<file path="config.mk">
export PLATFORM = sky130hd
export DESIGN_NAME = req_capture
export DESIGN_NICKNAME = d
export VERILOG_FILES = /design/src/rtl/req_capture.sv
export SDC_FILE = /design/constraint.sdc
export NUM_CORES = 1
export LEC_CHECK = 0
export CAP_MARGIN = 20
export CORE_ASPECT_RATIO = 0.6
export CORE_MARGIN = 4
export CORE_UTILIZATION = 30
export CTS_CLUSTER_SIZE = 20
export DETAILED_ROUTE_END_ITERATION = 16
export DONT_BUFFER_PORTS = 1
export GPL_TIMING_DRIVEN = 0
export PLACE_DENSITY = 0.41
export REMOVE_ABC_BUFFERS = 1
export SLEW_MARGIN = 20
export SYNTH_ARGS = -nofsm -noshare
export SYNTH_HDL_FRONTEND = slang
export SYNTH_SLANG_ARGS = --single-unit
</file>
<file path="constraint.sdc">
create_clock -name clk -period 2.7 [get_ports clk]
set_clock_uncertainty 0.05 [all_clocks]
set_input_delay 0.54 -clock clk [delete_from_list [all_inputs] [get_ports clk]]
set_output_delay 0.54 -clock clk [all_outputs]
set_load 0.005 [all_outputs]
</file>
<file path="src/rtl/req_capture.sv">
// req_capture
//   Turns raw, asynchronous, bouncy request lines into clean sticky pending
//   bits for the downstream priority encoder. Each line is synchronised,
//   debounced and rising-edge detected. A rising edge sets the pending bit,
//   which stays set until the consumer clears it by index or clears all bits.
//
// Ports
//   clk          system clock (the only clock)
//   rst          synchronous, active-high reset
//   req_in       raw asynchronous request lines [WIDTH]
//   mask         per-line event mask [WIDTH] (only when REQ_MASK_EN is defined)
//   clr_valid    clear pending[clr_idx] this cycle
//   clr_idx      index to clear; values >= WIDTH have no effect
//   clr_all      clear all pending bits and overflow
//   pending      sticky request vector [WIDTH]
//   pending_any  registered OR of the next pending value
//   overflow     sticky: a new edge arrived on an already-pending bit
//
// Optional feature
//   `define REQ_MASK_EN adds the mask input. A masked rising edge is dropped
//   (not deferred). Debounce keeps tracking masked lines, so unmasking a line
//   that is already held high does not create an event.

module req_capture #(
  parameter int  WIDTH           = 8,
  parameter int  SYNC_STAGES     = 2,
  parameter int  DEBOUNCE_CYCLES = 4,
  localparam int IDX_W           = (WIDTH > 1) ? $clog2(WIDTH) : 1
) (
  input  logic             clk,
  input  logic             rst,
  input  logic [WIDTH-1:0] req_in,
`ifdef REQ_MASK_EN
  input  logic [WIDTH-1:0] mask,
`endif
  input  logic             clr_valid,
  input  logic [IDX_W-1:0] clr_idx,
  input  logic             clr_all,
  output logic [WIDTH-1:0] pending,
  output logic             pending_any,
  output logic             overflow
);

  localparam int               CNT_W    = $clog2(DEBOUNCE_CYCLES) + 1;
  localparam logic [CNT_W-1:0] CNT_LAST = CNT_W'(DEBOUNCE_CYCLES - 1);

  logic [WIDTH-1:0] sync_q [SYNC_STAGES];
  logic [WIDTH-1:0] sync_s;

  logic [WIDTH-1:0] deb_q;
  logic [WIDTH-1:0] deb_d;
  logic [CNT_W-1:0] cnt_q [WIDTH];
  logic [CNT_W-1:0] cnt_d [WIDTH];

  logic [WIDTH-1:0] rise;
  logic [WIDTH-1:0] rise_en;
  logic [WIDTH-1:0] clr_hit;
  logic [WIDTH-1:0] pend_d;
  logic             ovf_set;
  logic             ovf_d;

  // ---------------------------------------------------------------------------
  // Synchroniser chain
  // ---------------------------------------------------------------------------
  always_ff @(posedge clk) begin
    if (rst) begin
      for (int k = 0; k < SYNC_STAGES; k++) begin
        sync_q[k] <= '0;
      end
    end else begin
      sync_q[0] <= req_in;
      for (int k = 1; k < SYNC_STAGES; k++) begin
        sync_q[k] <= sync_q[k-1];
      end
    end
  end

  assign sync_s = sync_q[SYNC_STAGES-1];

  // ---------------------------------------------------------------------------
  // Debounce: a synchronised level must differ from the debounced state for
  // DEBOUNCE_CYCLES consecutive samples. Any agreeing sample restarts the
  // count. A rise is the 0->1 acceptance itself, so it lands on the same edge
  // as the debounced state change.
  // ---------------------------------------------------------------------------
  always_comb begin
    deb_d = deb_q;
    rise  = '0;
    for (int i = 0; i < WIDTH; i++) begin
      cnt_d[i] = '0;
      if (sync_s[i] != deb_q[i]) begin
        if (cnt_q[i] == CNT_LAST) begin
          deb_d[i] = sync_s[i];
          rise[i]  = sync_s[i];
        end else begin
          cnt_d[i] = cnt_q[i] + CNT_W'(1);
        end
      end
    end
  end

  always_ff @(posedge clk) begin
    if (rst) begin
      deb_q <= '0;
      for (int i = 0; i < WIDTH; i++) begin
        cnt_q[i] <= '0;
      end
    end else begin
      deb_q <= deb_d;
      for (int i = 0; i < WIDTH; i++) begin
        cnt_q[i] <= cnt_d[i];
      end
    end
  end

  // ---------------------------------------------------------------------------
  // Event enable
  // ---------------------------------------------------------------------------
`ifdef REQ_MASK_EN
  assign rise_en = rise & ~mask;
`else
  assign rise_en = rise;
`endif

  // ---------------------------------------------------------------------------
  // Pending / overflow next state. A rise always wins over any clear so no
  // event is ever lost. An out-of-range clr_idx matches no bit.
  // ---------------------------------------------------------------------------
  always_comb begin
    clr_hit = '0;
    for (int i = 0; i < WIDTH; i++) begin
      clr_hit[i] = clr_valid && (clr_idx == IDX_W'(i));
    end
  end

  always_comb begin
    if (clr_all) begin
      pend_d = rise_en;
    end else begin
      pend_d = rise_en | (pending & ~clr_hit);
    end
  end

  // Overflow set takes priority over clr_all on the same cycle.
  assign ovf_set = |(rise_en & pending & ~clr_hit);
  assign ovf_d   = ovf_set | (overflow & ~clr_all);

  always_ff @(posedge clk) begin
    if (rst) begin
      pending     <= '0;
      pending_any <= 1'b0;
      overflow    <= 1'b0;
    end else begin
      pending     <= pend_d;
      pending_any <= |pend_d;
      overflow    <= ovf_d;
    end
  end

endmodule

</file>
Word-level counts from Yosys, hierarchy flattened
Memory sizes are Yosys's and may differ from the RTL's.
Cells that the tools add are included.
{"block": "op_classes", "addsub": 8, "multipliers": 0, "div": 0, "order_cmp": 0, "eq_ne": 23, "n_shift": 0, "muxes": 46, "bitwise_logic": 18, "reduce_logical": 19}
{"cell": "2-to-1 mux 3 bit", "count": 24}
{"cell": "equality test 3 x 2 -> 1 bit (second input constant)", "count": 10}
{"cell": "adder 3 x 1 -> 3 bit (second input constant)", "count": 8}
{"cell": "bitwise AND 8 bit", "count": 3}
{"cell": "2-to-1 mux 8 bit", "count": 3}
{"cell": "2-to-1 mux 1 bit", "count": 19}
{"cell": "AND reduction 2 bit", "count": 8}
{"cell": "OR reduction 8 bit", "count": 2}
{"cell": "equality test 3 bit (second input constant)", "count": 4}
{"cell": "bitwise OR 1 bit", "count": 11}
{"cell": "logical AND 1 bit", "count": 8}
{"cell": "inequality test 1 bit", "count": 8}
{"cell": "inverter 8 bit", "count": 1}
{"cell": "bitwise OR 8 bit", "count": 1}
{"cell": "equality test 3 x 1 -> 1 bit (second input constant)", "count": 1}
{"cell": "zero test 3 bit", "count": 1}
{"cell": "bitwise AND 1 bit", "count": 1}
{"cell": "inverter 1 bit", "count": 1}
{"block": "totals", "ff_bits": 18, "latch_bits": 0, "mem_bits_rw": 40, "romBits": 0, "inputBits": 15, "out_inout_bits": 10, "elab_cells": 127, "mem_count": 2}
{"memory": "cnt_q", "depth": 8, "word_bits": 3, "rd": 8, "rd_clocked_by_memory_dff": 0, "write_ports": 8, "line": "52", "rtl": "logic [CNT_W-1:0] cnt_q [WIDTH];"}
{"memory": "sync_q", "depth": 2, "word_bits": 8, "rd": 2, "rd_clocked_by_memory_dff": 0, "write_ports": 2, "line": "47", "rtl": "logic [WIDTH-1:0] sync_q [SYNC_STAGES];"}

Logic depth before layout (Yosys ltp)
{"block": "depth", "depth_word": 7, "mapped_depth": 7, "mapped_depth_nobuf": 7}

Least setup slack after synthesis
Ideal clock, no wire load.
{"block": "synth_timing", "path_type": "register to register", "start": "memory cnt_q[1][6] (netlist name)", "end": "register pending_any", "arrival_ps": 1363, "required_time_ps": 2536, "slack_ps": 1173, "stages_incl_launch_ff": 8, "path_buffers": 0, "period_less_slack_ps": 1527, "cell_sequence": "dfxtp_1 > ha_1 > ha_1 > nand3b_1 > o221ai_1 > nor3b_2 > a41oi_2 > a21o_1"}
{"item": "start, declared", "line": "52"}
{"item": "end signal, assigned", "line": "155", "rtl": "pending_any <= |pend_d;"}
{"item": "end, declared", "line": "40", "rtl": "output logic pending_any,"}

==> parameters.txt <==
Parameter                              Value

Status
  Run status    finished clean

GRT
  Met2 layer usage reported by global route    0.143
  Met1 Resource Use GR    0.122
  Met3 Resource Use GR    0.0638
  GRT overflow    0
  Vias in the first global route    1335
  Total Routing Usage GR    0.101
  First-pass GRT wire length    6580 um
  Antenna violations before repair    0
  GRT busiest layer    met2
  Largest net degree at the start of global routing    44

Synth
  Number of instances in the synthesized netlist    227
  Synthesized cell area    2230 um2
  Dominant synthesized flop cell    dfxtp_1
  Post-synthesis register bit count    58
  Yosys top cell area share    0.521
  Number of distinct library cells after synthesis    37
  Share of synthesized area occupied by flip-flops and latches    0.521
  Top cells by area in the synthesized netlist    dfxtp_1, ha_1, nor2_1
  Post-synth ARST share    0
  Number of synthesized flops with an enable pin    0
  Mean instance size in the synthesized netlist    9.81 um2
  Cell types with the highest counts after synthesis    dfxtp_1, nor2_1, inv_1
  Most frequent cell after synthesis    dfxtp_1
  Yosys warnings    0
  Area leader, netlist    dfxtp_1

Critical path
  Peak per-stage delay on the critical path    0.31 ns
  Type of destination of the critical path    register
  Setup crit start kind    register
  Critical path peak fanout    3
  Cell type group with the largest total delay on the critical path    compound AO/OA/AOI/OAI gates
  Top cell by count, worst path    ha_1
  Data required time of the critical path    2.85 ns
  Crit path kind    register to register
  Slowest-stage cell, CP    dfxtp_1
  Critical path arrival    1.90 ns
  CP Cell Sequence    ha_1 > ha_1 > nand3b_1 > o221ai_1 > nor3b_2 > a41oi_2 > a21o_1
  Crit path buf inv count    0

STA
  Minimum clock period    1.75 ns
  RSZ-0062 raised after global routing    false
  Normalized max-slew margin    0.599
  Total count of hold-check failures in the final report    0
  FMAX    0.571 GHz
  Setup violations, final    0
  Part of the cycle the worst path needs    0.648
  Setup TNS Final    0 ns
  Max-slew violation count    0
  Worst-margin pin slew    0.596 ns

Die
  Die area    8910 um2
  Chip Height    74.7 um
  Die width    119 um
  Rows    24
  Total I/O pin count    25
  Initial core utilization    0.308
  Core Footprint    7240 um2

Placement
  HPWL after detailed placement    2900 um
  Routability congestion estimate    0.748
  Number of buffers inserted by port buffering    0
  Cell total after placement    327

Drt
  Antenna Nets Post-Route    0
  Wirelength, routed    4100 um
  Post-detailed-route wirelength per cell    12.0 um
  Violation count after the first detailed-route iteration    91
  Residual DRC    0
  Total iterations of the first detailed-routing run    4
  Number of vias per cell    4.31
  Vias after detailed routing    1471

Clocking
  Number of resized instances in the post-cts repair step    0
  Total clock buffers created by CTS    9
  Count of H-tree levels built during CTS    3
  # Post-CTS Setup Buffers    0
  Clock sink total    58
  TritonCTS clock tree    done
  Maximum clock path buffer count    2
  Root buffer cell    clkbuf_16
  Skew-Pair Late Insertion Delay    0.31 ns
  Hold_buf cts    0
  Clock transition at the registers of the reported paths    0.05 ns

Final layout
  Area added between synthesis and finish    16.4%
  Ratio of cells with drive above 1 in the final layout    0.0717
  Diodes inserted    0
  Final-stage net count    265
  Final instance count without filler cells    341

Min path
  Worst hold path type    primary input to register

Pwr
  Power per cell area    722 nW/um2
  Overall power    1.87 mW
  Leakage    0.961 nW
  IR Drop Worst-Case VDD    378 uV

Flow run
  Max_cap viols    0
-- per-stage QoR --
stage / worst slack, ns / cell area, um2 / hold slack, ns / utilization
after floorplan: 1.17 / 2210 / 0.349 / -
after global placement: 0.904 / 2340 / 0.363 / 0.323
after detailed placement: 0.919 / 2340 / 0.361 / 0.323
after CTS: 0.953 / 2590 / 0.222 / 0.358
after global routing: 0.836 / 2590 / 0.216 / 0.358
final: 0.950 / 2590 / 0.240 / 0.358
-- cell type report --
cell class / count / area (um2)
fillers: 739 / 4640
flip-flops and latches: 58 / 1160
multi-input cells: 145 / 972
clock buffers: 14 / 254
well taps: 104 / 130
inverters: 20 / 75.1
-- logic make-up (layout without fill, tap and decap cells) --
logic type      after synthesis  after routing  share of synthesized area
flops                        58             58                      0.521
mux                           3              3                     0.0140
compound gates               27             27                     0.0927
buf+inv                      24             34                     0.0421
fa+ha+maj                    16             16                     0.0899
xor+xnor                      8              8                     0.0315
simple gates                 91             91                      0.208
-- layout by cell type (no fill, tap or decap), drive strengths merged --
cell type / n
inv: 20
o22ai: 2
nor4: 2
o31ai: 1
dfxtp: 58
nand2: 8
ha: 16
a21o: 1
a2111oi: 1
clkbuf: 14
nand3: 2
nor2b: 17
nand2b: 7
xnor2: 8
nand4b: 1
o32ai: 1
mux2: 1
o21a: 1
a21oi: 8
nand3b: 3
a31oi: 3
nor2: 37
a32oi: 1
o21ai: 2
nor3: 2
o221ai: 1
nor3b: 1
o22a: 2
or3: 8
o32a: 1
o41ai: 1
nand4: 2
a41oi: 1
mux2i: 2
or2: 1
-- worst paths after layout --
kind | start | endpoint | slack (ns) | cells after the start
max | cnt_q[1][6]$_SDFF_PP0_ | pending_any$_SDFF_PP0_ | 0.95 | 7
min | rst | sync_q[0][13]$_SDFF_PP0_ | 0.24 | 1
max reg2reg | cnt_q[1][6]$_SDFF_PP0_ | pending_any$_SDFF_PP0_ | 0.95 | 7
min reg2reg | cnt_q[0][0]$_SDFF_PP0_ | cnt_q[0][0]$_SDFF_PP0_ | 0.37 | 1
-- worst reg2reg max path: stages (launching register included) --
cell and delay [ns]:
dfxtp_1 0.31, ha_1 0.20, ha_1 0.21, nand3b_1 0.15, o221ai_1 0.18, nor3b_2 0.22, a41oi_2 0.14, a21o_1 0.18
-- per-layer routing --
metal	up-vias	share of wire	wire [um]
li1	772	-	-
met1	675	0.51	2090
met2	20	0.41	1690
met3	4	0.067	275
met4	0	0.010	42
met5	-	0	0
-- flip-flops by register name, summed over array words and instances, names as in the netlist --
name and count:
cnt_q 24, overflow 1, deb_q 8, sync_q 16, pending 8, pending_any 1
-- power by group --
part           leakage (nW)  switching [mW]  internal [mW]
clock network         0.123           0.331          0.633
registers             0.471         0.00638          0.874
logic                 0.367          0.0122         0.0154
total                 0.961           0.350           1.52
Power figures use the tool's default switching activity.
